$ cat src/rtl/axilwb_arbiter.sv
// axilwb_arbiter: round-robin merge of two pipelined Wishbone masters onto
// one slave bus, with outstanding tracking and bus-timeout abort.
module axilwb_arbiter #(
  parameter int DW      = 32,
  parameter int AW      = 26,
  parameter int LGOUT   = 4,
  parameter int TIMEOUT = 255
) (
  input  logic            i_clk,
  input  logic            i_axi_reset_n,
  input  logic            i_a_cyc,
  input  logic            i_a_stb,
  input  logic            i_a_we,
  input  logic [AW-1:0]   i_a_addr,
  input  logic [DW-1:0]   i_a_data,
  input  logic [DW/8-1:0] i_a_sel,
  output logic            o_a_stall,
  output logic            o_a_ack,
  output logic            o_a_err,
  input  logic            i_b_cyc,
  input  logic            i_b_stb,
  input  logic            i_b_we,
  input  logic [AW-1:0]   i_b_addr,
  input  logic [DW-1:0]   i_b_data,
  input  logic [DW/8-1:0] i_b_sel,
  output logic            o_b_stall,
  output logic            o_b_ack,
  output logic            o_b_err,
  output logic            o_wb_cyc,
  output logic            o_wb_stb,
  output logic            o_wb_we,
  output logic [AW-1:0]   o_wb_addr,
  output logic [DW-1:0]   o_wb_data,
  output logic [DW/8-1:0] o_wb_sel,
  input  logic            i_wb_stall,
  input  logic            i_wb_ack,
  input  logic            i_wb_err,
  input  logic [DW-1:0]   i_wb_idata,
  output logic [DW-1:0]   o_wb_idata
);

  localparam int TW = $clog2(TIMEOUT + 1);
  localparam logic [LGOUT:0] FULL = {1'b1, {LGOUT{1'b0}}};
  localparam logic [TW-1:0]  TMAX = TW'(TIMEOUT);

  typedef enum logic [1:0] {IDLE, OWN_A, OWN_B, ABORT} state_t;

  state_t         state, state_nx;
  logic           last_b, last_b_nx;
  logic [LGOUT:0] outstanding, outstanding_nx;
  logic [TW-1:0]  timer, timer_nx;

  logic own_a, own_b, owner_cyc, arb;
  logic bus_cyc, bus_stb, cnt_full, out_nz;
  logic accept, ack_rt, err_rt, tmo;

  // last_b doubles as the current owner while in OWN_x or ABORT
  assign own_a     = (state == OWN_A);
  assign own_b     = (state == OWN_B);
  assign owner_cyc = last_b ? i_b_cyc : i_a_cyc;
  assign out_nz    = (outstanding != '0);
  assign cnt_full  = (outstanding == FULL);

  assign bus_cyc = i_axi_reset_n &&
                   ((own_a && i_a_cyc) || (own_b && i_b_cyc));
  assign bus_stb = bus_cyc && !cnt_full &&
                   (own_b ? i_b_stb : i_a_stb);
  assign accept  = bus_stb && !i_wb_stall;
  assign ack_rt  = i_wb_ack && bus_cyc && out_nz;
  assign err_rt  = i_wb_err && bus_cyc && out_nz;
  assign tmo     = bus_cyc && out_nz && (timer == TMAX);

  always_ff @(posedge i_clk) begin
    if (!i_axi_reset_n) begin
      state       <= IDLE;
      last_b      <= 1'b1;
      outstanding <= '0;
      timer       <= '0;
    end else begin
      state       <= state_nx;
      last_b      <= last_b_nx;
      outstanding <= outstanding_nx;
      timer       <= timer_nx;
    end
  end

  always_comb begin
    state_nx       = state;
    last_b_nx      = last_b;
    outstanding_nx = outstanding;
    timer_nx       = timer;
    arb            = 1'b0;

    unique case (state)
      IDLE: arb = 1'b1;
      OWN_A, OWN_B: begin
        if (tmo || err_rt)
          state_nx = ABORT;
        else if (!owner_cyc)
          arb = 1'b1;
      end
      ABORT: arb = !owner_cyc;
    endcase

    if (arb) begin
      if (i_a_cyc && (!i_b_cyc || last_b)) begin
        state_nx  = OWN_A;
        last_b_nx = 1'b0;
      end else if (i_b_cyc) begin
        state_nx  = OWN_B;
        last_b_nx = 1'b1;
      end else begin
        state_nx  = IDLE;
      end
    end

    // losing the bus for any reason forgets all in-flight requests
    if (tmo || err_rt || !bus_cyc)
      outstanding_nx = '0;
    else if (accept && !ack_rt)
      outstanding_nx = outstanding + 1'b1;
    else if (!accept && ack_rt)
      outstanding_nx = outstanding - 1'b1;

    if (!out_nz || !bus_cyc || i_wb_ack || i_wb_err || tmo)
      timer_nx = '0;
    else
      timer_nx = timer + 1'b1;
  end

  always_comb begin
    o_wb_cyc   = bus_cyc;
    o_wb_stb   = bus_stb;
    o_wb_we    = own_b ? i_b_we   : i_a_we;
    o_wb_addr  = own_b ? i_b_addr : i_a_addr;
    o_wb_data  = own_b ? i_b_data : i_a_data;
    o_wb_sel   = own_b ? i_b_sel  : i_a_sel;
    o_wb_idata = i_wb_idata;

    o_a_stall = own_a ? (i_wb_stall || cnt_full) : 1'b1;
    o_b_stall = own_b ? (i_wb_stall || cnt_full) : 1'b1;
    o_a_ack   = own_a && ack_rt;
    o_b_ack   = own_b && ack_rt;
    o_a_err   = own_a && (err_rt || tmo);
    o_b_err   = own_b && (err_rt || tmo);
  end

endmodule

$ cat config.mk
export PLATFORM = sky130hd
export DESIGN_NAME = axilwb_arbiter
export DESIGN_NICKNAME = d
export VERILOG_FILES = /design/src/rtl/axilwb_arbiter.sv
export SDC_FILE = /design/constraint.sdc
export NUM_CORES = 1
export LEC_CHECK = 0
export BUFFER_PORTS_ARGS = -buffer_cell sky130_fd_sc_hd__clkbuf_2
export CAP_MARGIN = 10
export CORE_AREA = 2 2 104 106
export DETAILED_ROUTE_END_ITERATION = 6
export DIE_AREA = 0 0 106 108
export HOLD_SLACK_MARGIN = 0.15
export PLACE_DENSITY = 0.64
export RECOVER_POWER = 50
export SETUP_SLACK_MARGIN = 0.3
export SYNTH_ARGS = -nofsm -noshare
export SYNTH_HDL_FRONTEND = slang
export SYNTH_SLANG_ARGS = --single-unit
$ cat constraint.sdc
create_clock -name i_clk -period 6.05 [get_ports i_clk]
set_clock_uncertainty 0.15 [all_clocks]
set_input_delay 1.5125 -clock i_clk [delete_from_list [all_inputs] [get_ports i_clk]]
set_output_delay 1.5125 -clock i_clk [all_outputs]
set_load 0.005 [all_outputs]
# [Word-level counts from Yosys, hierarchy flattened]
# Index checks and enable logic that the tools add are counted.
# W data, S select, Z words.
[word_totals] ff_bits=16 out_inout_bits=103
[classes] add_sub_neg=3 n_eq_ne=5 n_mux=20 bitwise_logic=1 reduce_logical=47
[op_table] op="$mux W32" count=1
[op_table] op="$mux W26" count=1
[op_table] op="$logic_and A1 B1 Y1" count=19
[op_table] op="$mux W2" count=5
[op_table] op="$mux W5" count=2
[op_table] op="$logic_or A1 B1 Y1" count=9
[op_table] op="$mux W1" count=9
[op_table] op="$add A8 B1 Y8 const B" count=1
[op_table] op="$eq A8 B8 Y1 const B" count=1
[op_table] op="$logic_not A1 Y1" count=8
[op_table] op="$reduce_bool A2 Y1" count=4
[op_table] op="$reduce_or A2 Y1" count=3
[op_table] op="$add A5 B1 Y5 const B" count=1
[op_table] op="$eq A5 B5 Y1 const B" count=1
[op_table] op="$reduce_bool A5 Y1" count=1
[op_table] op="$sub A5 B1 Y5 const B" count=1
[op_table] op="$eq A2 B2 Y1 const B" count=2
[op_table] op="$mux W4" count=1
[op_table] op="$reduce_and A2 Y1" count=2
[op_table] op="$pmux W1 S3" count=1
[op_table] op="$eq A2 B1 Y1 const B" count=1
[op_table] op="$logic_not A2 Y1" count=1
[op_table] op="$not A1 Y1" count=1

# [Logic depth before layout (Yosys ltp)]
[logic_depth] word_depth=11 mapped_depth=14 depth_no_buf=14

# [Least setup slack after synthesis]
# Ideal clock, no wire load.
[synth_path] kind="input-to-reg" startpoint="input i_b_cyc" endpoint="register outstanding[4]" setup_ps=72 arrival_ps=3704 t_required_ps=5828 slack_ps=2124 cell_stages=12 path_buffers=1 path_cell_list="buf_2 a22o_2 nand2_1 nor4_1 ha_1 inv_1 fa_1 a21o_1 a21oi_1 xnor2_1 or3_1 a21oi_1"
[synth_between] elab_chain_cells=9
[synth_lines] element="start: declaration" line="20" rtl="input logic i_b_cyc,"
[synth_lines] element="$logic_and A1 B1 Y1 (*)" line="65" rtl="((own_a && i_a_cyc) || (own_b && i_b_cyc));"
[synth_lines] element="$logic_or A1 B1 Y1 (*)" line="65"
[synth_lines] element="$logic_and A1 B1 Y1 (*)" line="64" rtl="assign bus_cyc = i_axi_reset_n &&"
[synth_lines] element="$logic_and A1 B1 Y1 (2 in a row)" line="66" rtl="assign bus_stb = bus_cyc && !cnt_full &&"
[synth_lines] element="$logic_and A1 B1 Y1" line="68" rtl="assign accept = bus_stb && !i_wb_stall;"
[synth_lines] element="$logic_not A1 Y1" line="122" rtl="else if (!accept && ack_rt)"
[synth_lines] element="$logic_and A1 B1 Y1" line="122"
[synth_lines] element="$reduce_bool A2 Y1 (no source line)"
[synth_lines] element="end signal: assignment" line="82" rtl="outstanding <= outstanding_nx;"
[synth_lines] element="end: declaration" line="50" rtl="logic [LGOUT:0] outstanding, outstanding_nx;"
# Mark *: on every way between the ends. The rest lies on a longest branch, timed or not.
# A chain may end at the register's enable or synchronous reset.

# [Final worst setup path]
[layout_path] startpoint="register state[0]" endpoint="output o_wb_addr[9]"
[layout_between] elab_chain_cells=2
[layout_lines] element="start: declaration" line="48" rtl="state_t state, state_nx;"
[layout_lines] element="start signal: assignment" line="80" rtl="state <= state_nx;"
[layout_lines] element="$eq A2 B2 Y1" line="59" rtl="assign own_b = (state == OWN_B);"
[layout_lines] element="$mux W26" line="135" rtl="o_wb_addr = own_b ? i_b_addr : i_a_addr;"
[layout_lines] element="end: declaration" line="32" rtl="output logic [AW-1:0] o_wb_addr,"
# No other way between the ends.

==> impl_metrics.tcl <==
set metrics [dict create \
    yosysSeqAreaShare_pct 15.4 \
    syn_area_per_cell_sq_um 8.72 \
    arrival_ns 3.03 \
    critPathLaunch "state[0]$_SDFFE_PN0P_" \
    r2r-start "state[0]$_SDFFE_PN0P_" \
    fp-row-count 37 \
    ys_seq_elements 16 \
    ys_top_cells_by_count "mux2_2, buf_4, nor2_1, dfxtp_1, inv_1" \
    setup_violations 0 \
    clock-sinks 16 \
    power_density_nw_per_um2 221 \
    hold_buffers 0 \
    worstPathRequired_ns 4.39 \
    design_area_sq_um 3020 \
    async_flop_share_pct 0 \
    final-hold-violation-count 0 \
    fmax_mhz 213 \
    io_buffers 205 \
    combPwrFrac_pct 67.0 \
    synth_area_leaders "mux2_2, dfxtp_1, buf_4, ha_1, nor2_1" \
    crit_fanout 38 \
    cts_buffers 3 \
    fp.dieW_microns 106 \
    p_sw_uw 261 \
    first_global_vias 2192 \
    drtIter0Drc 113 \
    violations "capacitance limit, slew limit" \
    antenna_found_initial 1 \
    max_slew_margin_pct -9.04 \
    worstSkewPairLatency_ns 0.25 \
    synth.top_cell.area_share_pct 34.2 \
    syn_nets 415 \
    hpwl_microns 7340 \
    post-route-min-period_ns 4.70 \
    ctsResizeCount 0 \
    postCtsSetupRepairBufs 0 \
    vias_per_cell 4.27 \
    p_clk_share_pct 14.4 \
    overflow 0 \
    hold_slack_ns 0.311 \
    grt_usage_pct 12.9 \
    ys_warn_count 0 \
    min-delay-start "timer[0]$_SDFF_PP0_" \
    gp_congestion 0.879 \
    leakage_uw 0.00154 \
    postSynthCellCount 238 \
    drtPass1Iterations 4 \
    drc 0 \
    finalMaxSlewViolations 39 \
    p_total_uw 667 \
    placed_cell_area_sq_um 2990 \
    fillers 1077 \
    post-route-period-util_pct 77.6 \
    layout.nets 582 \
    final_layout_size_suffix_gt1_share_pct 66.3 \
    cts_root_buffer "clkbuf_8" \
    die_h_microns 108 \
    met1_usage_pct 16.3 \
    synth_cell_types 39 \
    worstHoldPathType "reg -> reg" \
    wire_per_inst_microns 15.2 \
    initial_utilization_pct 20.3 \
    cts.clk_slew.worst_paths_ns 0.06 \
    grt_max_degree 39 \
    io_pins 270 \
    grt-busiest-layer "met2" \
    internal_power_uw 405 \
    start_kind "register" \
    h-tree-depth 1 \
    num_vias 2307 \
    drv_cap 1 \
    core_area_sq_um 10200 \
    die-area_sq_um 11400 \
    cts_buffer_depth 2 \
    worstSetupEndpointType "primary output" \
    ir_worst_vdd_mv 0.100 \
    synth-edff-count 0 \
    drtAntennaViolNets 0 \
    fin_tns_setup_ns 0 \
    area_growth_pct 45.4 \
    use_met3_pct 5.06 \
    synth_area_sq_um 2080 \
    path_class "reg -> out" \
    num_antenna_cells 0 \
    drt_wl_total_microns 8200 \
    p_seq_share_pct 18.6 \
    grt_pass1_wl_microns 11500 \
    use_met2_pct 21.6 \
    rsz0062_at_grt "false" \
    swShare_pct 39.2 \
    yosysTopAreaCell "mux2_2" \
    yosysMostFrequentCell "mux2_2" \
    synth_ff_type "dfxtp_1" \
    status "finished, violations left" \
    tightestPinTransition_ns 1.64 \
    cts_tree "done" \
]
critical path, cell delays in order (launching register included):
cell and delay (ns):
dfxtp_1 0.34, inv_1 0.09, ha_1 1.26, buf_4 0.53, mux2_2 0.38, clkbuf_2 0.16
state kept, by name, indices dropped and copies added (netlist names):
| name | cells |
|---|---|
| timer | 8 |
| outstanding | 5 |
| state | 2 |
| last_b | 1 |
layout by cell type, fill, tap and decap left out, types with 3 or more instances in the layout:
master      n
clkbuf_2  196
mux2_2     63
nor2_1     22
dfxtp_1    16
inv_1      12
a21oi_1     9
ha_1        9
clkbuf_1    9
nand2_1     8
mux2i_1     5
nand3_1     5
xor2_1      5
xnor2_1     5
o21ai_0     5
o211ai_1    4
clkbuf_8    4
and3_1      3
nor3_1      3
a21o_1      3
power by group through the flow:
stage	sequential (uW)	clock (uW)	combinational (uW)
after global placement	126	0	446
after detailed placement	126	0	452
final	124	96.3	446
after CTS	124	98.3	455
after floorplan	120	0	289
after global routing	127	103	485
per-layer routing:
| layer | wire [microns] | vias to the layer above |
|---|---|---|
| li1 | - | 1133 |
| met1 | 3540 | 1041 |
| met2 | 3780 | 123 |
| met3 | 818 | 8 |
| met4 | 53 | 2 |
| met5 | 12 | - |
area by class of cell:
type / count / area (sq um) / area share, %
sequential: 16 / 320 / 10.6
inverter: 12 / 45.0 / 1.49
tap: 136 / 170 / 5.64
clock buffer: 4 / 55.1 / 1.82
multi-input combinational: 166 / 1410 / 46.6
timing repair buffer: 206 / 1020 / 33.9
final timing paths:
check | endpoint | slack (ns) | depth (start not counted)
worst max register to register | outstanding[4]$_SDFFE_PP0P_ | 1.74 | 13
worst min-delay path | timer[0]$_SDFF_PP0_ | 0.31 | 1
worst min register to register | timer[0]$_SDFF_PP0_ | 0.31 | 1
worst max-delay path | o_wb_addr[9] | 1.35 | 5
stage by stage:
| stage | std cells | utilization, % | worst slack (ns) |
|---|---|---|---|
| 2_1_floorplan | 238 | - | 2.12 |
| 3_3_place_gp | 536 | 29.3 | 1.90 |
| 3_5_place_dp | 536 | 29.3 | 1.88 |
| 4_1_cts | 540 | 29.8 | 1.87 |
| 5_1_grt | 540 | 29.5 | 1.09 |
| 6_report | 540 | 29.5 | 1.35 |
cell families (layout without fill, tap and decap cells):
| family | count (synthesis) | in the layout | synth area share [%] |
|---|---|---|---|
| adders and majority gates | 10 | 10 | 6.39 |
| muxes | 68 | 68 | 36.6 |
| AOI/OAI and AO/OA | 28 | 28 | 9.52 |
| xor gates and xnor gates | 10 | 10 | 4.22 |
| and+or+nand+nor | 50 | 50 | 11.8 |
| DFF | 16 | 16 | 15.4 |
| buffers and inverters | 56 | 222 | 16.1 |
No activity file was read; power rests on OpenSTA's default activity.
